--- src/rtl/proj_lanechk_pkg.sv ---
// proj_lanechk shared types and helpers.
// Imported by the lane checker and its comparator.
package proj_lanechk_pkg;

  typedef enum logic {
    SEEK = 1'b0,
    LOCK = 1'b1
  } state_e;

  // Width of a counter that must hold 0..n (at least one bit).
  function automatic int cnt_w(input int n);
    return (n < 1) ? 1 : $clog2(n + 1);
  endfunction

endpackage

--- src/rtl/proj_lanechk_if.sv ---
// proj_lanechk lane interface: W-bit word stream
// with a valid/ready handshake.
interface proj_lanechk_if #(
  parameter int W = 16
);
  logic [W-1:0] data;
  logic         vld;
  logic         rdy;

  modport master (output data, vld, input rdy);
  modport slave  (input data, vld, output rdy);
endinterface

--- src/rtl/proj_lanechk_cmp.sv ---
// proj_lanechk comparator: holds the expected word and
// the consecutive-miss count, flags err and unlock.
module proj_lanechk_cmp
  import proj_lanechk_pkg::*;
#(
  parameter int W     = 16,
  parameter int X     = 1,
  parameter int LOSSN = 4
) (
  input  logic         clk,
  input  logic         rst,
  input  logic         clr_i,
  input  logic         xfer_i,
  input  logic         lock_i,
  input  logic [W-1:0] data_i,
  output logic         err_o,
  output logic         unlock_o
);

  localparam int MW = cnt_w(LOSSN);

  logic [W-1:0]  exp_q, exp_d;
  logic [MW-1:0] miss_q, miss_d;
  logic          last;

  assign last     = (miss_q == MW'(LOSSN - 1));
  assign err_o    = xfer_i && lock_i && (data_i != exp_q);
  assign unlock_o = err_o && last;

  // Every accepted word re-seeds exp (match or resync).
  always_comb begin
    exp_d  = exp_q;
    miss_d = miss_q;
    if (clr_i) begin
      exp_d  = '0;
      miss_d = '0;
    end else if (xfer_i) begin
      exp_d = data_i + W'(X);
      if (err_o && !last)
        miss_d = miss_q + 1'b1;
      else
        miss_d = '0;
    end
  end

  // Expected word and miss count registers.
  always_ff @(posedge clk) begin
    if (rst) begin
      exp_q  <= '0;
      miss_q <= '0;
    end else begin
      exp_q  <= exp_d;
      miss_q <= miss_d;
    end
  end

endmodule

--- src/rtl/proj_lanechk.sv ---
// proj_lanechk: lane receive checker. Locks onto the
// stream, counts mismatches and losses of lock.
module proj_lanechk
  import proj_lanechk_pkg::*;
#(
  parameter int W     = 16,
  parameter int X     = 1,
  parameter int EW    = 8,
  parameter int LOSSN = 4,
  parameter int BP    = 0
) (
  input  logic          clk,
  input  logic          rst,
  input  logic          clr,
  proj_lanechk_if.slave lane,
  output logic          locked,
  output logic [EW-1:0] errcntr0,
  output logic [EW-1:0] losscntr,
  output logic          errflg0
);

  state_e        state_q, state_d;
  logic          rdy_q;
  logic [EW-1:0] err_q, err_d;
  logic [EW-1:0] loss_q, loss_d;
  logic [EW-1:0] errcntr0_q;
  logic          errflg0_q;
  logic          xfer, err, unlock;

  // clr discards a coincident transfer.
  assign xfer = lane.vld && rdy_q && !clr;

  proj_lanechk_cmp #(
    .W(W), .X(X), .LOSSN(LOSSN)
  ) u_cmp (
    .clk     (clk),
    .rst     (rst),
    .clr_i   (clr),
    .xfer_i  (xfer),
    .lock_i  (state_q == LOCK),
    .data_i  (lane.data),
    .err_o   (err),
    .unlock_o(unlock)
  );

  // FSM next state and saturating counters.
  always_comb begin
    state_d = state_q;
    err_d   = err_q;
    loss_d  = loss_q;
    if (clr) begin
      state_d = SEEK;
      err_d   = '0;
      loss_d  = '0;
    end else begin
      if (xfer) begin
        if (state_q == SEEK)
          state_d = LOCK;
        else if (unlock)
          state_d = SEEK;
      end
      if (err && !(&err_q))
        err_d = err_q + 1'b1;
      if (unlock && !(&loss_q))
        loss_d = loss_q + 1'b1;
    end
  end

  // State, counters and registered status copies.
  always_ff @(posedge clk) begin
    if (rst) begin
      state_q    <= SEEK;
      err_q      <= '0;
      loss_q     <= '0;
      errcntr0_q <= '0;
      errflg0_q  <= 1'b0;
    end else begin
      state_q    <= state_d;
      err_q      <= err_d;
      loss_q     <= loss_d;
      errcntr0_q <= err_q;
      errflg0_q  <= (err_q != '0);
    end
  end

  if (BP == 0) begin : g_nobp
    // Ready always high once out of reset.
    always_ff @(posedge clk) begin
      if (rst)
        rdy_q <= 1'b0;
      else
        rdy_q <= 1'b1;
    end
  end else begin : g_bp
    localparam int CW = cnt_w(BP);
    logic [CW-1:0] cnt_q, cnt_d;

    // Mod-(BP+1) throttle count.
    always_comb begin
      cnt_d = cnt_q + 1'b1;
      if (cnt_q == CW'(BP))
        cnt_d = '0;
    end

    // Ready high one cycle in every BP+1.
    always_ff @(posedge clk) begin
      if (rst) begin
        cnt_q <= '0;
        rdy_q <= 1'b0;
      end else begin
        cnt_q <= cnt_d;
        rdy_q <= (cnt_q == '0);
      end
    end
  end

  assign lane.rdy = rdy_q;
  assign locked   = (state_q == LOCK);
  assign errcntr0 = errcntr0_q;
  assign losscntr = loss_q;
  assign errflg0  = errflg0_q;

endmodule

--- src/flat_wrapper.sv ---
// flat-port wrapper written by rule: the top's interface ports become plain ports
module proj_lanechk_flat import proj_lanechk_pkg::*;
#(
  parameter int W     = 16,
  parameter int X     = 1,
  parameter int EW    = 8,
  parameter int LOSSN = 4,
  parameter int BP    = 0
)
  (clk, rst, clr, locked, errcntr0, losscntr, errflg0, lane_data, lane_vld, lane_rdy);
  proj_lanechk_if #(.W(W)) lane_i ();
  input  logic clk;
  input  logic rst;
  input  logic clr;
  output logic locked;
  output logic [EW-1:0] errcntr0;
  output logic [EW-1:0] losscntr;
  output logic errflg0;
  input wire logic [$bits(lane_i.data)-1:0] lane_data;
  input wire logic [$bits(lane_i.vld)-1:0] lane_vld;
  output wire logic [$bits(lane_i.rdy)-1:0] lane_rdy;
  assign lane_i.data = lane_data;
  assign lane_i.vld = lane_vld;
  assign lane_rdy = lane_i.rdy;
  proj_lanechk #(.W(W), .X(X), .EW(EW), .LOSSN(LOSSN), .BP(BP)) u_core (.clk(clk), .rst(rst), .clr(clr), .lane(lane_i), .locked(locked), .errcntr0(errcntr0), .losscntr(losscntr), .errflg0(errflg0));
endmodule
--- config.mk ---
export PLATFORM = sky130hd
export DESIGN_NAME = proj_lanechk_flat
export DESIGN_NICKNAME = d
export VERILOG_FILES = /design/src/rtl/proj_lanechk_pkg.sv /design/src/rtl/proj_lanechk_if.sv /design/src/rtl/proj_lanechk_cmp.sv /design/src/rtl/proj_lanechk.sv /design/src/flat_wrapper.sv
export SDC_FILE = /design/constraint.sdc
export NUM_CORES = 1
export LEC_CHECK = 0
export CAP_MARGIN = 10
export CORE_ASPECT_RATIO = 1.4
export CORE_MARGIN = 2
export CORE_UTILIZATION = 57
export DETAILED_ROUTE_END_ITERATION = 8
export PLACE_DENSITY = 0.89
export SLEW_MARGIN = 20
export SYNTH_ARGS = -nofsm -noshare
export SYNTH_HDL_FRONTEND = slang
export SYNTH_SLANG_ARGS = --single-unit
--- constraint.sdc ---
create_clock -name clk -period 3.3 [get_ports clk]
set_input_delay 0.66 -clock clk [delete_from_list [all_inputs] [get_ports clk]]
set_output_delay 0.66 -clock clk [all_outputs]
set_load 0.03 [all_outputs]
==> summary.json <==
{
  "run_status": {
    "run_status": "finished with violations",
    "violations": "DRC"
  },
  "floorplanning": {
    "num_rows": 27,
    "core_sq_um": 3990,
    "ioPinCount": 39,
    "die_area_sq_um": 4720,
    "fp.dieH_um": 80.5,
    "initial_utilization_pct": 59.8,
    "x_dimension_of_the_die_um": 58.7
  },
  "finish": {
    "share_of_final_layout_standard_cells_stronger_than_drive_strength_1_pct": 6.47,
    "post_route_utilization_pct": 72.1,
    "antenna_cells": 0,
    "design_area_sq_um": 2870,
    "mostFrequentLayoutCell": "sky130_fd_sc_hd__dfxtp_1",
    "flow.area_growth_from_synthesis_pct": 20.5,
    "mostFrequentLayoutCells": "46 x sky130_fd_sc_hd__dfxtp_1, 38 x sky130_fd_sc_hd__clkdlybuf4s50_1, 29 x sky130_fd_sc_hd__nand2_1",
    "nNetsFinal": 334
  },
  "min_path": {
    "min-delay-start": "u_core.u_cmp.miss_q[1]",
    "min_path_cells": 2,
    "holdPathEnd": "u_core.u_cmp.miss_q[1]",
    "timing.hold.worst.class": "register to register"
  },
  "routing": {
    "postRouteWirelength_um": 5390,
    "ant_nets": 0,
    "detailed_route_via_count": 2159,
    "route.detailed.drc": 3,
    "firstDrtPassIters": 6,
    "routed_wire_length_per_instance_um": 15.3,
    "via_to_cell_ratio": 6.13,
    "starting_drc_count_in_detailed_routing": 63
  },
  "worst_setup_path": {
    "r2r_start": "u_core.err_q[0]",
    "ff2ff_path_depth": 6,
    "cp_max_fo": 20,
    "worst_setup_path_end_kind": "register",
    "critPathLaunchType": "input pin",
    "setup.reg_to_reg.worst_slack_ns": 1.45,
    "required_ns": 3.48,
    "critPathKind": "input pin to register",
    "worst_ep_arrival_time_ns": 2.37,
    "r2r-end": "u_core.err_q[3]"
  },
  "synthesis": {
    "total_nets_after_synthesis": 299,
    "postSynthAreaPerCell_sq_um": 8.74,
    "seq_area_frac_synth_pct": 38.6,
    "synth-main-ff-cell": "sky130_fd_sc_hd__dfxtp_1",
    "edff_count_synth": 0,
    "synth.cell_area_sq_um": 2380,
    "post_synth_num_cell_types": 46,
    "synth.yosys.warnings": 0,
    "synth_seq_cells": 46,
    "synth_async_sr_flop_share_pct": 0,
    "synth_cells": 273
  },
  "global_routing": {
    "grtUsageTotal_pct": 25.3,
    "grt.overflow.total": 0,
    "grt_start_max_net_pins": 27,
    "via_count_of_the_first_global_routing_pass": 2001,
    "grt_first_pass_wirelength_um": 9090,
    "grt_antenna_before_repair": 0
  },
  "timing": {
    "timing.max_slew.rel_slack_pct": 64.6,
    "portion_of_the_clock_cycle_consumed_by_the_worst_path_in_the_final_layout_pct": 66.5,
    "finalHoldViolations": 0,
    "report.final.slew_viol_count": 0,
    "setup_tns_ns": 0,
    "setup_violations_final": 0,
    "setup_repair_after_global_routing_missed_its_margin": "no",
    "layout_min_cycle_time_ns": 2.20,
    "tightest_slew_ns": 0.531,
    "final_skew_ns": 0.00601,
    "max_clock_freq_mhz": 455
  },
  "clock_network": {
    "path_clk_slew_ns": 0.09,
    "post-cts-setup-buffers": 0,
    "cts_max_level": 2,
    "cts_root_buf": "sky130_fd_sc_hd__clkbuf_8",
    "cts_tree": "built",
    "cts.path.max_buffers": 2,
    "cts_hold_buf": 0,
    "cts_repair_resize_count": 0,
    "cts-buffers-inserted": 5,
    "clock_sink_count": 46,
    "worst_skew_pair.late_latency_ns": 0.31
  },
  "place": {
    "post_dp_cell_area_sq_um": 2780,
    "hpwl_um": 3840,
    "port-buffer-count": 38,
    "globalplace.congestion": 0.846
  },
  "run": {
    "maxCapViolCount": 0
  },
  "power_and_ir_drop": {
    "leakage_power_summed_over_all_cells_uw": 0.00107,
    "power_density_nw_per_um2": 357,
    "ir_drop_uv": 236
  }
}
## layer usage
metal / up-vias / wire length [um] / track usage (%)
li1: 1049 / - / -
met1: 1021 / 2080 / 27.6
met2: 73 / 2850 / 43.4
met3: 16 / 256 / 5.48
met4: 0 / 199 / 15.7
met5: - / 0 / 0
## layout make-up
type,instances,area [sq um]
tap,43,53.8
inverter,8,30.0
clock inverter,1,5.00
clock buffer,7,86.3
timing repair buffer,41,403
fill,336,1110
multi-input combinational,206,1370
sequential,46,921
## worst max-delay path by stage
stage,start,end,cells past startpoint
after detailed placement,lane_data[13],u_core.err_q[6],7
final,lane_data[13],u_core.err_q[6],7
after global placement,lane_data[0],u_core.err_q[6],7
after global routing,lane_data[13],u_core.err_q[6],7
after floorplan,clr,u_core.losscntr[7],6
after CTS,lane_data[13],u_core.err_q[6],7
## metrics by stage
step                      power [uW]  worst slack [ns]  hold slack (ns)  std cells
after floorplan                  630              1.50            0.441        273
after global placement           676             0.818            0.450        344
after detailed placement         678             0.779            0.465        344
after CTS                       1030              1.11            0.477        352
after global routing            1060             0.926            0.501        352
final                           1020              1.10            0.478        352
## where the power goes
part / leakage, uW / switching (uW) / internal, uW
sequential: 0.000372 / 4.44 / 561
combinational: 0.000646 / 56.8 / 44.1
clock: 0.0000482 / 189 / 169
total: 0.00107 / 250 / 774
## state kept, by name, summed over array words and instances (netlist names)
name,flops
u_core.u_cmp.exp_q,16
u_core.err_q,8
u_core.errcntr0,8
u_core.losscntr,8
u_core.u_cmp.miss_q,3
u_core.errflg0,1
u_core.lane.rdy,1
u_core.locked,1
## synth_stat cells, drive strengths merged, types with 5 or more instances
cell,n,area (sq um)
ha,6,75.1
and3,5,31.3
inv,8,30.0
nand4,6,37.5
nand2,30,115
nor2,25,93.8
buf,5,30.0
nand3,15,80.1
clkbuf,8,30.0
o21ai,8,40.0
a211oi,11,82.6
a21oi,15,75.1
nor3,7,51.3
xor2,24,210
mux2i,5,50.1
dfxtp,46,921
## worst max-delay path: stages
cell and delay (ns):
sky130_fd_sc_hd__clkdlybuf4s50_1 0.50, sky130_fd_sc_hd__xor2_1 0.18, sky130_fd_sc_hd__nor4_1 0.36, sky130_fd_sc_hd__nand4_1 0.14
sky130_fd_sc_hd__buf_4 0.23, sky130_fd_sc_hd__a41oi_1 0.23, sky130_fd_sc_hd__a211oi_1 0.07
## logic make-up after synthesis
family / count (synthesis) / synth area share [%]
adder cells (fa/ha/maj): 6 / 3.15
buffers and inverters: 21 / 3.78
AO/OA/AOI/OAI: 52 / 16.2
flip-flops: 46 / 38.6
XOR/XNOR: 28 / 10.3
multiplexers: 5 / 2.10
AND/OR/NAND/NOR: 115 / 25.9
(Power assumes the default switching activity.)
